## src/rtl/pdec_us_buf_if.sv

```systemverilog
// Handshake bundle for the partial-sum group buffer: decided-bit input channel
// and completed-group output channel towards the butterfly stage.
interface pdec_us_buf_if #(
  parameter int unsigned I_W = 4
) ();
  logic           u_vld;
  logic           u_bit;
  logic           u_sof;
  logic           u_rdy;
  logic           out_vld;
  logic           out_rdy;
  logic [I_W-1:0] out_in0;
  logic [I_W-1:0] out_in1;

  modport slave (
    input  u_vld, u_bit, u_sof, out_rdy,
    output u_rdy, out_vld, out_in0, out_in1
  );

  modport master (
    output u_vld, u_bit, u_sof, out_rdy,
    input  u_rdy, out_vld, out_in0, out_in1
  );
endinterface

```

## src/rtl/pdec_us_buf.sv

```systemverilog
// Collects 2*I_W decided bits into a group and presents it to the butterfly
// stage; a u_sof mid-group discards the partial group and counts the drop.
module pdec_us_buf #(
  parameter int unsigned I_W   = 4,
  parameter int unsigned CNT_W = 16
) (
  input  logic             clk,
  input  logic             rst_n,
  pdec_us_buf_if.slave     bus,
  output logic [CNT_W-1:0] drop_cnt,
  output logic             busy
);
  localparam int unsigned GrpW = 2 * I_W;
  localparam int unsigned IdxW = $clog2(GrpW) + 1;

  typedef enum logic [1:0] {StIdle, StFillA, StFillB, StHold} state_e;

  // With I_W=1 the first half is complete after index 0, so go straight to FillB.
  function automatic state_e first_state();
    if (I_W == 1) return StFillB;
    return StFillA;
  endfunction

  state_e           state_q;
  logic [IdxW-1:0]  idx_q;
  logic [GrpW-1:0]  data_q;
  logic [CNT_W-1:0] drop_q;
  logic             vld_q;
  logic             busy_q;

  logic            filling;
  logic            accept;
  logic            restart;
  logic [IdxW-1:0] wr_idx;

  assign filling    = (state_q == StFillA) || (state_q == StFillB);
  assign bus.u_rdy  = (state_q != StHold) || bus.out_rdy;
  assign accept     = bus.u_vld && bus.u_rdy;
  assign restart    = filling && bus.u_sof;
  assign wr_idx     = (filling && !bus.u_sof) ? idx_q : '0;

  always_ff @(posedge clk or negedge rst_n) begin
    if (!rst_n) begin
      state_q <= StIdle;
      idx_q   <= '0;
      data_q  <= '0;
      drop_q  <= '0;
      vld_q   <= 1'b0;
      busy_q  <= 1'b0;
    end else begin
      if (accept) begin
        for (int unsigned i = 0; i < GrpW; i++) begin
          if (wr_idx == IdxW'(i)) data_q[i] <= bus.u_bit;
        end
        idx_q <= wr_idx + IdxW'(1);
      end

      if (accept && restart && (drop_q != '1)) begin
        drop_q <= drop_q + CNT_W'(1);
      end

      unique case (state_q)
        StIdle: begin
          if (accept) begin
            state_q <= first_state();
            busy_q  <= 1'b1;
          end
        end
        StFillA: begin
          if (accept && !bus.u_sof && (idx_q == IdxW'(I_W - 1))) begin
            state_q <= StFillB;
          end
        end
        StFillB: begin
          if (accept) begin
            if (bus.u_sof) begin
              state_q <= first_state();
            end else if (idx_q == IdxW'(GrpW - 1)) begin
              state_q <= StHold;
              vld_q   <= 1'b1;
            end
          end
        end
        StHold: begin
          if (bus.out_rdy) begin
            vld_q <= 1'b0;
            if (accept) begin
              // Handoff: the bit accepted this cycle opens the next group.
              state_q <= first_state();
            end else begin
              state_q <= StIdle;
              busy_q  <= 1'b0;
              idx_q   <= '0;
            end
          end
        end
        default: state_q <= StIdle;
      endcase
    end
  end

  assign bus.out_vld = vld_q;
  assign bus.out_in0 = data_q[I_W-1:0];
  assign bus.out_in1 = data_q[GrpW-1:I_W];
  assign drop_cnt    = drop_q;
  assign busy        = busy_q;
endmodule

```

## src/flat_wrapper.sv

```systemverilog
// flat-port wrapper written by rule: the top's interface ports become plain ports
module pdec_us_buf_flat 
#(
  parameter int unsigned I_W   = 4,
  parameter int unsigned CNT_W = 16
)
  (clk, rst_n, drop_cnt, busy, bus_u_vld, bus_u_bit, bus_u_sof, bus_out_rdy, bus_u_rdy, bus_out_vld, bus_out_in0, bus_out_in1);
  pdec_us_buf_if #(.I_W(I_W)) bus_i ();
  input  logic clk;
  input  logic rst_n;
  output logic [CNT_W-1:0] drop_cnt;
  output logic busy;
  input wire logic [$bits(bus_i.u_vld)-1:0] bus_u_vld;
  input wire logic [$bits(bus_i.u_bit)-1:0] bus_u_bit;
  input wire logic [$bits(bus_i.u_sof)-1:0] bus_u_sof;
  input wire logic [$bits(bus_i.out_rdy)-1:0] bus_out_rdy;
  output wire logic [$bits(bus_i.u_rdy)-1:0] bus_u_rdy;
  output wire logic [$bits(bus_i.out_vld)-1:0] bus_out_vld;
  output wire logic [$bits(bus_i.out_in0)-1:0] bus_out_in0;
  output wire logic [$bits(bus_i.out_in1)-1:0] bus_out_in1;
  assign bus_i.u_vld = bus_u_vld;
  assign bus_i.u_bit = bus_u_bit;
  assign bus_i.u_sof = bus_u_sof;
  assign bus_i.out_rdy = bus_out_rdy;
  assign bus_u_rdy = bus_i.u_rdy;
  assign bus_out_vld = bus_i.out_vld;
  assign bus_out_in0 = bus_i.out_in0;
  assign bus_out_in1 = bus_i.out_in1;
  pdec_us_buf #(.I_W(I_W), .CNT_W(CNT_W)) u_core (.clk(clk), .rst_n(rst_n), .bus(bus_i), .drop_cnt(drop_cnt), .busy(busy));
endmodule
```

## config.mk

```make
export PLATFORM = sky130hd
export DESIGN_NAME = pdec_us_buf_flat
export DESIGN_NICKNAME = d
export VERILOG_FILES = /design/src/rtl/pdec_us_buf_if.sv /design/src/rtl/pdec_us_buf.sv /design/src/flat_wrapper.sv
export SDC_FILE = /design/constraint.sdc
export NUM_CORES = 1
export LEC_CHECK = 0
export CORE_ASPECT_RATIO = 1.75
export CORE_MARGIN = 1.5
export CORE_UTILIZATION = 39
export CTS_CLUSTER_SIZE = 40
export DETAILED_ROUTE_END_ITERATION = 16
export GPL_TIMING_DRIVEN = 0
export SLEW_MARGIN = 20
export SYNTH_ARGS = -nofsm -noshare
export SYNTH_HDL_FRONTEND = slang
export SYNTH_SLANG_ARGS = --single-unit
```

## constraint.sdc

```tcl
create_clock -name clk -period 3.5 [get_ports clk]
set_input_delay 0.875 -clock clk [delete_from_list [all_inputs] [get_ports clk]]
set_output_delay 0.875 -clock clk [all_outputs]
set_load 0.01 [all_outputs]
```

* Yosys cells after proc, flatten, opt, wreduce, memory -nomap -nowiden *
Index checks and enable logic that the tools add are counted.

operators by class
  add/subtract/negate cells = 2
  reduce and logical (&&, ||, !) cells = 25
  multiplexer cells = 22
  equality and inequality tests = 22

operators by type and width
  kind                     count
  $eq A4 B3 Y1 const B     5
  $mux W4                  5
  $add A16 B1 Y16 const B  1
  $ne A16 B16 Y1 const B   1
  $reduce_and A2 Y1        8
  $eq A4 B2 Y1 const B     3
  $mux W2                  6
  $ne A2 B2 Y1 const B     6
  $reduce_and A5 Y1        2
  $mux W1                  8
  $pmux W2 S4              1
  $logic_and A1 B1 Y1      7
  $add A4 B1 Y4 const B    1
  $eq A2 B2 Y1 const B     2
  $eq A4 B1 Y1 const B     1
  $logic_not A4 Y1         1
  $ne A2 B1 Y1 const B     2
  $pmux W1 S2              2
  $reduce_and A4 Y1        1
  $reduce_bool A2 Y1       2
  $ne A3 B3 Y1 const B     1
  $eq A2 B1 Y1 const B     1
  $logic_not A2 Y1         1
  $logic_or A1 B1 Y1       2
  $logic_not A1 Y1         1

word-level totals
  logic and storage cells = 84
  bits in registers = 32

* Logic depth before layout (Yosys ltp) *
Gate-level depths: netlist of run 1.

  depth in word-level cells = 9
  mapped depth = 8

* Worst setup path before layout of run 1 *
No wires, ideal clock.

  kind = input-to-reg
  from = input bus_u_sof
  to = register u_core.state_q[0]
  required time = 3.417 ns
  stages = 5
  setup slack = 1.395 ns
  arrival time = 2.022 ns
  cell sequence = or4b_1 nor3_2 o21ai_1 or3_1 o21ai_0

on the way
  longest elaborated chain between the ends = 5
  elaborated cells between the ends (all ways) = 9

ends and longest elaborated chain
  what                              RTL line            RTL
  from (decl)                       flat_wrapper.sv:15  input wire logic [$bits(bus_i.u_sof)-1:0] bus_u_sof;
  $logic_not A1 Y1                  pdec_us_buf.sv:70   if (accept && !bus.u_sof && (idx_q == IdxW'(I_W - 1))) begin
  $logic_and A1 B1 Y1 (2 in a row)  pdec_us_buf.sv:70
  $ne A2 B2 Y1 (no line)            -
  $reduce_and A5 Y1 (no line)       -
  to (signal assigned)              pdec_us_buf.sv:71   state_q <= StFillB;
  to (signal assigned)              pdec_us_buf.sv:77   state_q <= first_state();
  to (signal assigned)              pdec_us_buf.sv:79   state_q <= StHold;
  to (decl)                         pdec_us_buf.sv:24   state_e state_q;

Parallel ways exist; a longest one is shown, timed or not. The select of a mux whose other input is x is not followed.
A chain may end at the register's enable or synchronous reset.

* Final worst setup path of run 1 *
  from = input bus_out_rdy
  to = output bus_u_rdy

on the way
  longest elaborated chain between the ends = 1

ends and longest elaborated chain
  what                RTL line            RTL
  from (decl)         flat_wrapper.sv:16  input wire logic [$bits(bus_i.out_rdy)-1:0] bus_out_rdy;
  $logic_or A1 B1 Y1  pdec_us_buf.sv:37   assign bus.u_rdy = (state_q != StHold) || bus.out_rdy;
  to (decl)           flat_wrapper.sv:17  output wire logic [$bits(bus_i.u_rdy)-1:0] bus_u_rdy;

Every way passes these cells.

==> impl_metrics.csv, run 1 <==
group,metric,value,unit
grt,antenna_found_initial,0,
sta,slew-limit-headroom,0.5226,
job,max_cap_violations,0,
pwr,powerDensity,612.1,nW/um^2
die,rows,31,
synthesis,synth_fp_nets,176,
synthesis,synth_area_per_cell,10.48,um^2
clocking,cts.clk_slew.worst_paths,0.06,ns
layout,drive_gt1_frac,0.1200,
sta,worst_pin_slew,0.7162,ns
min_path,hold_start,"u_core.drop_cnt[8]",
clocking,cts_tree,"built",
clocking,clock_latency,0.28,ns
die,ioPinCount,33,
critical_path,critPathCaptureType,"output pin",
clocking,clockBufferDepth,2,
layout,area_delta_synth_final,28.04,%
sta,min_period,3.024,ns
routing,drc,0,
routing,ant_nets,0,
routing,routedWlPerCell,13.91,um
min_path,whs_path_depth,1,
placed_design,port_buffers,32,
clocking,cts_setup_buffers,0,
synthesis,async_flop_share,1.000,
clocking,clock_sinks,32,
synthesis,ys_warn_count,0,
min_path,hp-class,"reg -> reg",
routing,wl,3464,um
layout,fin_area,2160,um^2
synthesis,synth_cell_types,34,
synthesis,ys_seq_elements,32,
placed_design,detailedPlace.worstSlack,0.4906,ns
routing,via_per_inst,5.217,
routing,vias,1299,
critical_path,required,2.62,ns
clocking,cts_resized,0,
grt,grt_pass1_vias,1274,
critical_path,worstSetupPathType,"in -> out",
grt,grt_usage,0.1588,
die,die_height,90.00,um
placed_design,place_area,2063,um^2
sta,fin_ws,0.4764,ns
sta,slew_violations,0,
layout,final_nets,215,
placed_design,dp_hpwl,2504,um
pwr,ir_drop,0.0004366,V
die,dieArea,4744,um^2
sta,hold_viol_final,0,
routing,drtIter0Drc,30,
clocking,cts_buffers,5,
critical_path,r2r_slack,1.33,ns
sta,setup_viol,0,
placed_design,dp.cells,242,
sta,period_share,0.8639,
placed_design,finalWeightedCongestion,0.7913,
clocking,cts_root_buf,"clkbuf_8",
critical_path,r2r_end,"u_core.data_q[1]",
layout,postLayoutCoreUtil,0.5204,
critical_path,setup.worst_path.start,"bus_out_rdy",
synthesis,synthCells,161,
layout,fillers,384,
critical_path,critPathMaxFanout,4,
clocking,hold_buffers,0,
routing,first_pass_iters,4,
synthesis,ys_seq_area_frac,0.4748,
critical_path,start_kind,"primary input",
sta,tns,0,ns
synthesis,ys.flop_type,"dfrtp_1",
die,core,4150,um^2
grt,grt_first_pass_wirelength,5644,um
die,start_util,0.4064,
min_path,hold-path-endpoint,"u_core.drop_cnt[8]",
critical_path,r2r-start,"u_core.state_q[1]",
pwr,p_leak,0.9640,nW
clocking,htreeDepth,2,
layout,instances_no_fill,249,
critical_path,ff2ff_path_depth,8,
outcome,outcome,"finished clean",
grt,grt_max_degree,33,
synthesis,synth_area,1687,um^2
grt,grt-ovfl-total,0,
sta,rsz0062_at_grt,"false",
die,fp.dieW,52.71,um
layout,n_antenna_cell,0,
sta,max_freq,330.7,MHz
synthesis,synth_edf_count,0,
critical_path,critPathArrivalTime,2.15,ns
sta,finalClockSkew,0.003137,ns
layout make-up:
type                       count  area [um^2]  area share
multi-input combinational    119        845.8      0.3917
sequential                    32        800.8      0.3708
timing repair buffer          32        315.3      0.1460
clock buffer                   7        96.34     0.04461
tap                           49        61.31     0.02839
inverter                       8        30.03     0.01390
buffer                         2        10.01    0.004635
state kept, by name, indices dropped and copies added (netlist names):
register	count
u_core.idx_q	4
u_core.busy	1
u_core.state_q	2
u_core.bus.out_vld	1
u_core.data_q	8
u_core.drop_cnt	16
cell families (layout without fill, tap and decap cells):
kind of cell             count (synthesis)  after routing  synth area share
buffers and inverters                   10             49           0.02373
adder cells (fa/ha/maj)                  9              9           0.06677
XOR/XNOR                                16             16           0.08309
AND/OR/NAND/NOR                         65             65            0.2144
multiplexers                            10             10           0.06603
flip-flops                              32             32            0.4748
AO/OA/AOI/OAI                           19             19           0.07122
worst max-delay path, cell delays in order:
cell and delay [ns]:
clkdlybuf4s50_1 0.57, nor2b_4 0.07, inv_1 0.09, clkdlybuf4s50_1 0.54
power by group:
part           internal (mW)  total, mW  switching (mW)
clock                  0.175      0.307           0.132
combinational          0.252      0.482           0.230
sequential             0.451      0.533          0.0827
total                  0.878       1.32           0.444
Yosys cell counts, drive strengths merged (2+ instances only):
master  number  area, um^2
a21oi        3       15.01
and2         5       32.53
and3         2       12.51
and4         7       63.81
dfrtp       32       800.8
ha           9       112.6
inv          8       30.03
mux2         9       101.4
nand2       15       56.30
nand3       15       75.07
nand4        3       18.77
nor2         9       33.78
nor2b        3       26.27
nor3         3       20.02
o21ai        9       45.04
or3          2       12.51
xnor2        8       70.07
xor2         8       70.07
placed cells by master (no fill, tap or decap), types with 2 or more instances in the layout:
cell type        count
dfrtp_1             32
mux2_2               9
xnor2_1              8
o21ai_0              8
and4_1               6
nand2_1             15
nor3_1               2
xor2_1               8
nand3_1             15
buf_2                2
nor2_1               9
clkdlybuf4s50_1     31
a21oi_1              3
clkbuf_8             7
or3_1                2
inv_1                8
nand4_1              3
and3_1               2
and2_1               4
ha_1                 9
nor2b_1              2
per-stage QoR:
stage          power [mW]  hold WS (ns)
6_report            1.322        0.4994
5_1_grt             1.416        0.5210
4_1_cts             1.333        0.5010
3_5_place_dp        1.018        0.4880
3_3_place_gp        1.001        0.4842
2_1_floorplan      0.8171        0.4854
worst max path at each step:
stage / slack [ns] / to / cells after the start
after floorplan: 1.40 / u_core.state_q[0] / 5
after global routing: 0.43 / bus_u_rdy / 4
final: 0.48 / bus_u_rdy / 4
after global placement: 0.48 / bus_u_rdy / 4
after CTS: 0.48 / bus_u_rdy / 4
after detailed placement: 0.49 / bus_u_rdy / 4
metal layers:
layer | up-vias | wire (um) | part of all wire | track usage
met3 | 5 | 166 | 0.048 | 0.04651
li1 | 641 | - | - | -
met1 | 624 | 1452 | 0.42 | 0.1911
met5 | - | 0 | 0 | 0
met4 | 0 | 59 | 0.017 | 0.08333
met2 | 29 | 1787 | 0.52 | 0.2479
No activity file was read; power rests on OpenSTA's default activity.
==> run 2, diff against run 1 <==
--- a/config.mk
+++ b/config.mk
@@ -8,6 +8,7 @@
 export CORE_ASPECT_RATIO = 1.75
 export CORE_MARGIN = 1.5
 export CORE_UTILIZATION = 39
+export CTS_BUF_LIST = sky130_fd_sc_hd__clkbuf_2
 export CTS_CLUSTER_SIZE = 40
 export DETAILED_ROUTE_END_ITERATION = 16
 export GPL_TIMING_DRIVEN = 0
==> run 2 against run 1 <==
Net effect:
- setup slack improved by 0.00076 ns
- critical endpoint unchanged
- first-iteration DRC count fell by 23%
- utilization fell by 1.5 points
- maximum frequency barely moved
- highest routed layer unchanged
- global-route usage fell by 0.066 points
- critical path depth did not move
- die area did not move
==> impl_metrics.csv, run 2 (synthesis results as in run 1) <==
group,metric,value,unit
clocking,cts_resized,0,
sta,max_freq,330.8,MHz
pwr,p_leak,0.9376,nW
sta,rsz0062_at_grt,"false",
routing,routedWlPerCell,13.79,um
sta,period_share,0.8637,
die,dieArea,4744,um^2
layout,final_nets,215,
job,max_cap_violations,0,
clocking,clockBufferDepth,2,
routing,drc,0,
sta,finalClockSkew,0.01177,ns
grt,grt_usage,0.1581,
layout,final_common_cell,"dfrtp_1",
critical_path,cpPeakStageDelay,0.57,ns
routing,ant_nets,0,
grt,grt_max_degree,33,
critical_path,r2r_slack,1.33,ns
critical_path,crit_family,"buffers and inverters",
critical_path,required,2.62,ns
critical_path,cp_slowest_cell,"clkdlybuf4s50_1",
layout,area_delta_synth_final,24.26,%
layout,largest_reg_flops,16,
sta,slew_violations,0,
pwr,ir_drop,0.0003740,V
critical_path,worstSetupPathType,"in -> out",
sta,hold_viol_final,0,
outcome,outcome,"finished clean",
die,fp.dieW,52.71,um
sta,worst_pin_slew,0.7149,ns
placed_design,finalWeightedCongestion,0.7913,
critical_path,critPathCaptureType,"output pin",
grt,antenna_found_initial,0,
clocking,hold_buffers,0,
critical_path,crit_top_cell,"clkdlybuf4s50_1",
min_path,hp-class,"reg -> reg",
min_path,whs_path_depth,1,
layout,layout_common_cells,"dfrtp_1 (32), clkdlybuf4s50_1 (31), nand2_1 (15), nand3_1 (15)",
routing,vias,1300,
pwr,powerDensity,560.3,nW/um^2
clocking,cts_root_buf,"clkbuf_2",
layout,postLayoutCoreUtil,0.5050,
sta,setup_viol,0,
critical_path,critPathMaxFanout,4,
critical_path,cp_cell_sequence,"clkdlybuf4s50_1 > nor2b_4 > inv_1 > clkdlybuf4s50_1",
clocking,cts_setup_buffers,0,
routing,wl,3433,um
layout,drive_gt1_frac,0.1100,
clocking,cts_tree,"built",
clocking,clock_latency,0.36,ns
sta,slew-limit-headroom,0.5234,
routing,drtIter0Drc,23,
layout,n_antenna_cell,0,
layout,instances_no_fill,249,
placed_design,dp.cells,242,
placed_design,dp_hpwl,2504,um
critical_path,start_kind,"primary input",
clocking,cts.clk_slew.worst_paths,0.14,ns
critical_path,setup.worst_path.start,"bus_out_rdy",
min_path,hold_start,"u_core.drop_cnt[8]",
critical_path,ff2ff_path_depth,8,
critical_path,worst-path-buf-inv,3,
grt,grt_pass1_vias,1282,
routing,via_per_inst,5.221,
sta,holdWs,0.5097,ns
sta,min_period,3.023,ns
placed_design,port_buffers,32,
clocking,clock_sinks,32,
die,core,4150,um^2
sta,tns,0,ns
sta,fin_ws,0.4772,ns
critical_path,critPathArrivalTime,2.15,ns
die,start_util,0.4064,
grt,grt_first_pass_wirelength,5651,um
die,ioPinCount,33,
die,rows,31,
routing,first_pass_iters,4,
die,die_height,90.00,um
placed_design,detailedPlace.worstSlack,0.4906,ns
critical_path,r2r-start,"u_core.state_q[1]",
clocking,cts_buffers,5,
critical_path,crit_cells,4,
grt,grt-ovfl-total,0,
clocking,htreeDepth,2,
run 2: worst paths after layout:
path                                        to
min in group asynchronous  u_core.drop_cnt[13]
hold / removal              u_core.drop_cnt[8]
setup reg to reg              u_core.data_q[1]
setup / recovery                     bus_u_rdy
hold reg to reg             u_core.drop_cnt[8]
max in group asynchronous   u_core.drop_cnt[3]
run 2: metal layers:
metal  vias up  track usage  share of wire  wire, um
met5         -            0              0         0
met4         0      0.07692          0.019        66
met3         6      0.04651          0.046       159
met2        30       0.2479           0.52      1773
met1       624       0.1922           0.42      1434
li1        640            -              -         -
run 2: report_power, final:
group / total, mW / internal (mW) / switching, mW
clock network: 0.161 / 0.0412 / 0.120
logic: 0.482 / 0.252 / 0.230
registers: 0.532 / 0.449 / 0.0824
total: 1.17 / 0.743 / 0.432
run 2: per-stage QoR:
stage               instance area, um^2  power [mW]
floorplan                          1687      0.8171
global placement                   2068       1.001
detailed placement                 2063       1.018
CTS                                2096       1.190
global route                       2096       1.271
finish                             2096       1.174
run 2: cell type report:
cell class	count	area [um^2]
repair buffers	32	315.3
plain buffers	2	10.01
clock buffers	5	25.02
inverters	8	30.03
multi-input cells	119	845.8
well taps	49	61.31
clock inverters	2	7.507
flip-flops and latches	32	800.8
fillers	386	2054
==> run 3, diff against run 2 <==
--- a/config.mk
+++ b/config.mk
@@ -12,6 +12,7 @@
 export CTS_CLUSTER_SIZE = 40
 export DETAILED_ROUTE_END_ITERATION = 16
 export GPL_TIMING_DRIVEN = 0
+export SKIP_CTS_REPAIR_TIMING = 1
 export SLEW_MARGIN = 20
 export SYNTH_ARGS = -nofsm -noshare
 export SYNTH_HDL_FRONTEND = slang
==> results of run 3 <==
Same layout as run 2: the final DEF is identical, and so are final timing and power.
==> edit 1 (config.mk and constraints of run 3) <==
Put one more register stage on the output `drop_cnt`, without a reset. The value now appears one clock later. The other outputs are not delayed to match.
--- a/src/rtl/pdec_us_buf.sv
+++ b/src/rtl/pdec_us_buf.sv
@@ -102,7 +102,9 @@
   assign bus.out_vld = vld_q;
   assign bus.out_in0 = data_q[I_W-1:0];
   assign bus.out_in1 = data_q[GrpW-1:I_W];
-  assign drop_cnt    = drop_q;
+  always_ff @(posedge clk) begin
+    drop_cnt <= drop_q;
+  end
   assign busy        = busy_q;
 endmodule
 
Check against the original RTL: not equivalent (a bounded check fails within 4 cycles, from zero or initial values and one cycle with rst_n low).
==> edit 1 against run 3 <==
Count of clock-buffer cells in the layout unchanged; sequential cell count grew 16; power up 29%; synthesized area increased by 21%; worst hold slack got worse by 0.079 ns; setup slack worse by 0.0048 ns; largest cell class is now registers; largest power group unchanged; utilization decreased by 0.57 points; design area increased by 19%; wire length grew 9.6%; non-clock buffer count shrank 1; synthesized cell count grew 12%.
==> edit 1: results <==
group,metric,value,unit
synth,async_flop_share,0.667,
timing,fin_skew,0.0287,ns
grt,grt_pass1_wl,6.60,mm
critical_path,rr_startpoint,"u_core.state_q[0]",
synth,synthCells,180,
placement,gp_congestion,0.814,
synth,yosysUniqueCellTypes,39,
cts,clkLatencyLatePin,0.41,ns
grt,grt_use_met2,0.277,
grt,grt_usage,0.148,
power_and_ir_drop,power_leakage,1.10,nW
placement,hpwl,2.87,mm
synth,yosysSeqAreaShare,0.551,
hold_path,worstHoldStart,"u_core.drop_q[14]",
cts,path_clk_slew,0.25,ns
critical_path,r2r_slack,1.28,ns
power_and_ir_drop,vdd_drop_max,0.335,mV
synth,synth_area_leaders,"dfrtp_1 39%, dfxtp_1 16%, ha_1 5.5%, mux2_2 5.0%, xor2_1 3.4%",
layout,nNetsFinal,234,
grt,grt_pass1_vias,1566,
grt,use_met3,0.0302,
layout,finalNonFillerCells,274,
synth,synth.net_count,195,
outcome,status,"finished, final reports clean",
synth,synthTopCellsByCount,"32 x dfrtp_1, 16 x dfxtp_1, 13 x nand2_1, 12 x nand3_1",
grt,use_met1,0.148,
hold_path,holdPathStages,0,
timing,timing.hold.ws,0.431,ns
detailed_routing,wire_per_inst,13.7,um
hold_path,hold_end,"u_core.drop_cnt[14]",
floorplanning,core,4980,um2
critical_path,crit-reg2reg-capture,"u_core.data_q[3]",
layout,final_layout_size_suffix_gt1_frac,0.136,
cts,clockBufferDepth,2,
## edit 1: worst max-delay path: stages
cell,delay [ns]
clkdlybuf4s50_1,0.44
or2b_2,0.34
clkdlybuf4s50_1,0.49
## edit 1: worst max-delay path by stage
stage	slack, ns	from	cells after the start	to
finish	0.47	bus_out_rdy	3	bus_u_rdy
global route	0.43	bus_out_rdy	3	bus_u_rdy
CTS	0.48	bus_out_rdy	3	bus_u_rdy
detailed placement	0.48	bus_out_rdy	3	bus_u_rdy
global placement	0.49	bus_out_rdy	3	bus_u_rdy
floorplan	1.43	bus_u_sof	6	u_core.data_q[0]
## edit 1: logic make-up after synthesis
family	after synthesis	synth area share
and+or+nand+nor	61	0.173
muxes	9	0.0498
AOI/OAI and AO/OA	28	0.0898
DFF	48	0.551
adders and majority gates	9	0.0554
xor gates and xnor gates	14	0.0603
buffers and inverters	11	0.0209
## edit 1: final cells by class
cell class              instances  area (um2)
repair buffers                 32         315
fillers                       468        2490
well taps                      54        67.6
plain buffers                   1        5.00
flip-flops and latches         48        1120
multi-input cells             121         871
inverters                      10        37.5
clock buffers                   5        25.0
clock inverters                 3        42.5
## edit 1: power by group
| part | internal (mW) | switching [mW] |
|---|---|---|
| sequential | 0.651 | 0.0864 |
| clock | 0.120 | 0.171 |
| combinational | 0.244 | 0.238 |
## edit 1: routing by layer
layer  vias to the layer above  share of wire
met1                       701           0.39
met4                         0          0.017
li1                        714              -
met2                        29           0.56
met5                         -              0
met3                         7          0.033
## edit 1: through the flow
step                worst slack (ns)  power [mW]  instance area, um2
floorplan                       1.43        1.02                2030
global placement               0.486        1.21                2420
detailed placement             0.485        1.23                2420
CTS                            0.477        1.53                2480
global route                   0.430        1.62                2480
finish                         0.472        1.51                2480
==> edit 2 (flow settings as in run 3) <==
Made on the original files. `CNT_W` is set to 16 in 2 places; all go to 32.
--- a/src/rtl/pdec_us_buf.sv
+++ b/src/rtl/pdec_us_buf.sv
@@ -2,7 +2,7 @@
 // stage; a u_sof mid-group discards the partial group and counts the drop.
 module pdec_us_buf #(
   parameter int unsigned I_W   = 4,
-  parameter int unsigned CNT_W = 16
+  parameter int unsigned CNT_W = 32
 ) (
   input  logic             clk,
   input  logic             rst_n,
--- a/src/flat_wrapper.sv
+++ b/src/flat_wrapper.sv
@@ -2,7 +2,7 @@
 module pdec_us_buf_flat 
 #(
   parameter int unsigned I_W   = 4,
-  parameter int unsigned CNT_W = 16
+  parameter int unsigned CNT_W = 32
 )
   (clk, rst_n, drop_cnt, busy, bus_u_vld, bus_u_bit, bus_u_sof, bus_out_rdy, bus_u_rdy, bus_out_vld, bus_out_in0, bus_out_in1);
   pdec_us_buf_if #(.I_W(I_W)) bus_i ();
Ports: changed (resized drop_cnt); port bits go from 33 to 49. No check against the original RTL was run, so the function may have changed too.
==> edit 2 against run 3 <==
Synthesized area increased by 54%; critical path depth decreased by 1; global-route usage increased by 1.8 points; clock skew decreased by 0.0080 ns; cell count increased by 50%; sequential cell count increased by 16; largest cell class unchanged; clock power increased by 35%; combinational power increased by 12%; wire length increased by 70%; power increased by 25%; setup slack improved by 0.018 ns; design area increased by 53%.
==> edit 2: results <==
group,metric,value,unit
outcome,status,"finished, final reports clean",
synth,synth_area_per_cell,11.0,um2
synth,synth_area_leaders,"dfrtp_1 46%, xnor2_1 10%, ha_1 4.3%, nand3_1 4.2%, mux2_2 3.9%",
detailed_routing,drt_iter0_drc,70,
layout,regArea,1200,um2
placement,place_ws,0.488,ns
grt,grt_max_degree,49,
synth,yosysUniqueCellTypes,46,
synth,synthAdderAreaFrac,0.0433,
power_and_ir_drop,power_leakage,1.34,nW
cts,ctsRootBufferMaster,"clkbuf_2",
timing,timing.hold.ws,0.429,ns
synth,synth_compound_area_frac,0.0630,
placement,gp_congestion,0.792,
cts,path_clk_slew,0.23,ns
layout,buffer_area_frac,0.162,
layout,num-multi-input-gates,174,
grt,grt_usage,0.176,
synth,synth.net_count,251,
synth,async_flop_share,1.00,
synth,yosysSeqAreaShare,0.462,
timing,period_needed,3.01,ns
critical_path,cpPeakStageDelay,0.54,ns
power_and_ir_drop,vdd_drop_max,0.234,mV
layout,clockNetworkAreaShare,0.0101,
critical_path,r2r_slack,1.29,ns
critical_path,cp_max_fo,5,
detailed_routing,vias,1979,
placement,hpwl,4.21,mm
floorplanning,die_area,7190,um2
layout,inv_count,9,
grt,grt_pass1_vias,2121,
placement,dp.cells,366,
layout,nNetsFinal,306,
detailed_routing,wire_per_inst,15.6,um
synth,yosys.area_share.xor_xnor,0.108,
power_and_ir_drop,powerDensity,455,nW/um2
grt,grt_pass1_wl,10.0,mm
hold_path,hold_path.class,"in2async",
placement,numPortBuffers,48,
layout,multi_input_area,1330,um2
detailed_routing,drt-total-wl,5.82,mm
synth,synthMuxAreaShare,0.0428,
layout,nFillCells,632,
critical_path,cp.arrival,2.13,ns
placement,post_dp_cell_area,3180,um2
synth,yosys_warnings,0,
timing,worstMarginPinSlew,0.617,ns
layout,final_layout_size_suffix_gt1_frac,0.151,
layout,largest_reg_flops,32,
cts,cts_sinks,48,
layout,buffers,53,
timing,fin_skew,0.00379,ns
edit 2: where the power goes:
part | internal [mW] | switching, mW | total [mW]
combinational | 0.268 | 0.271 | 0.540
sequential | 0.634 | 0.0730 | 0.707
clock | 0.0412 | 0.177 | 0.218
total | 0.943 | 0.521 | 1.46
edit 2: final timing paths:
check | startpoint | to | cells past startpoint
worst max-delay path | bus_out_rdy | bus_u_rdy | 3
worst min-delay path | rst_n | u_core.drop_cnt[0] | 1
worst max register to register | u_core.state_q[1] | u_core.data_q[1] | 8
worst min register to register | u_core.drop_cnt[27] | u_core.drop_cnt[27] | 1
max in group asynchronous | rst_n | u_core.drop_cnt[18] | 1
min in group clk | u_core.drop_cnt[27] | u_core.drop_cnt[27] | 1
edit 2: layer usage:
metal | global-route usage | routed length (um) | vias up
met5 | 0 | 0 | -
met4 | 0.0553 | 81 | 0
met3 | 0.0294 | 188 | 8
met2 | 0.333 | 3220 | 34
met1 | 0.191 | 2330 | 986
li1 | - | - | 951
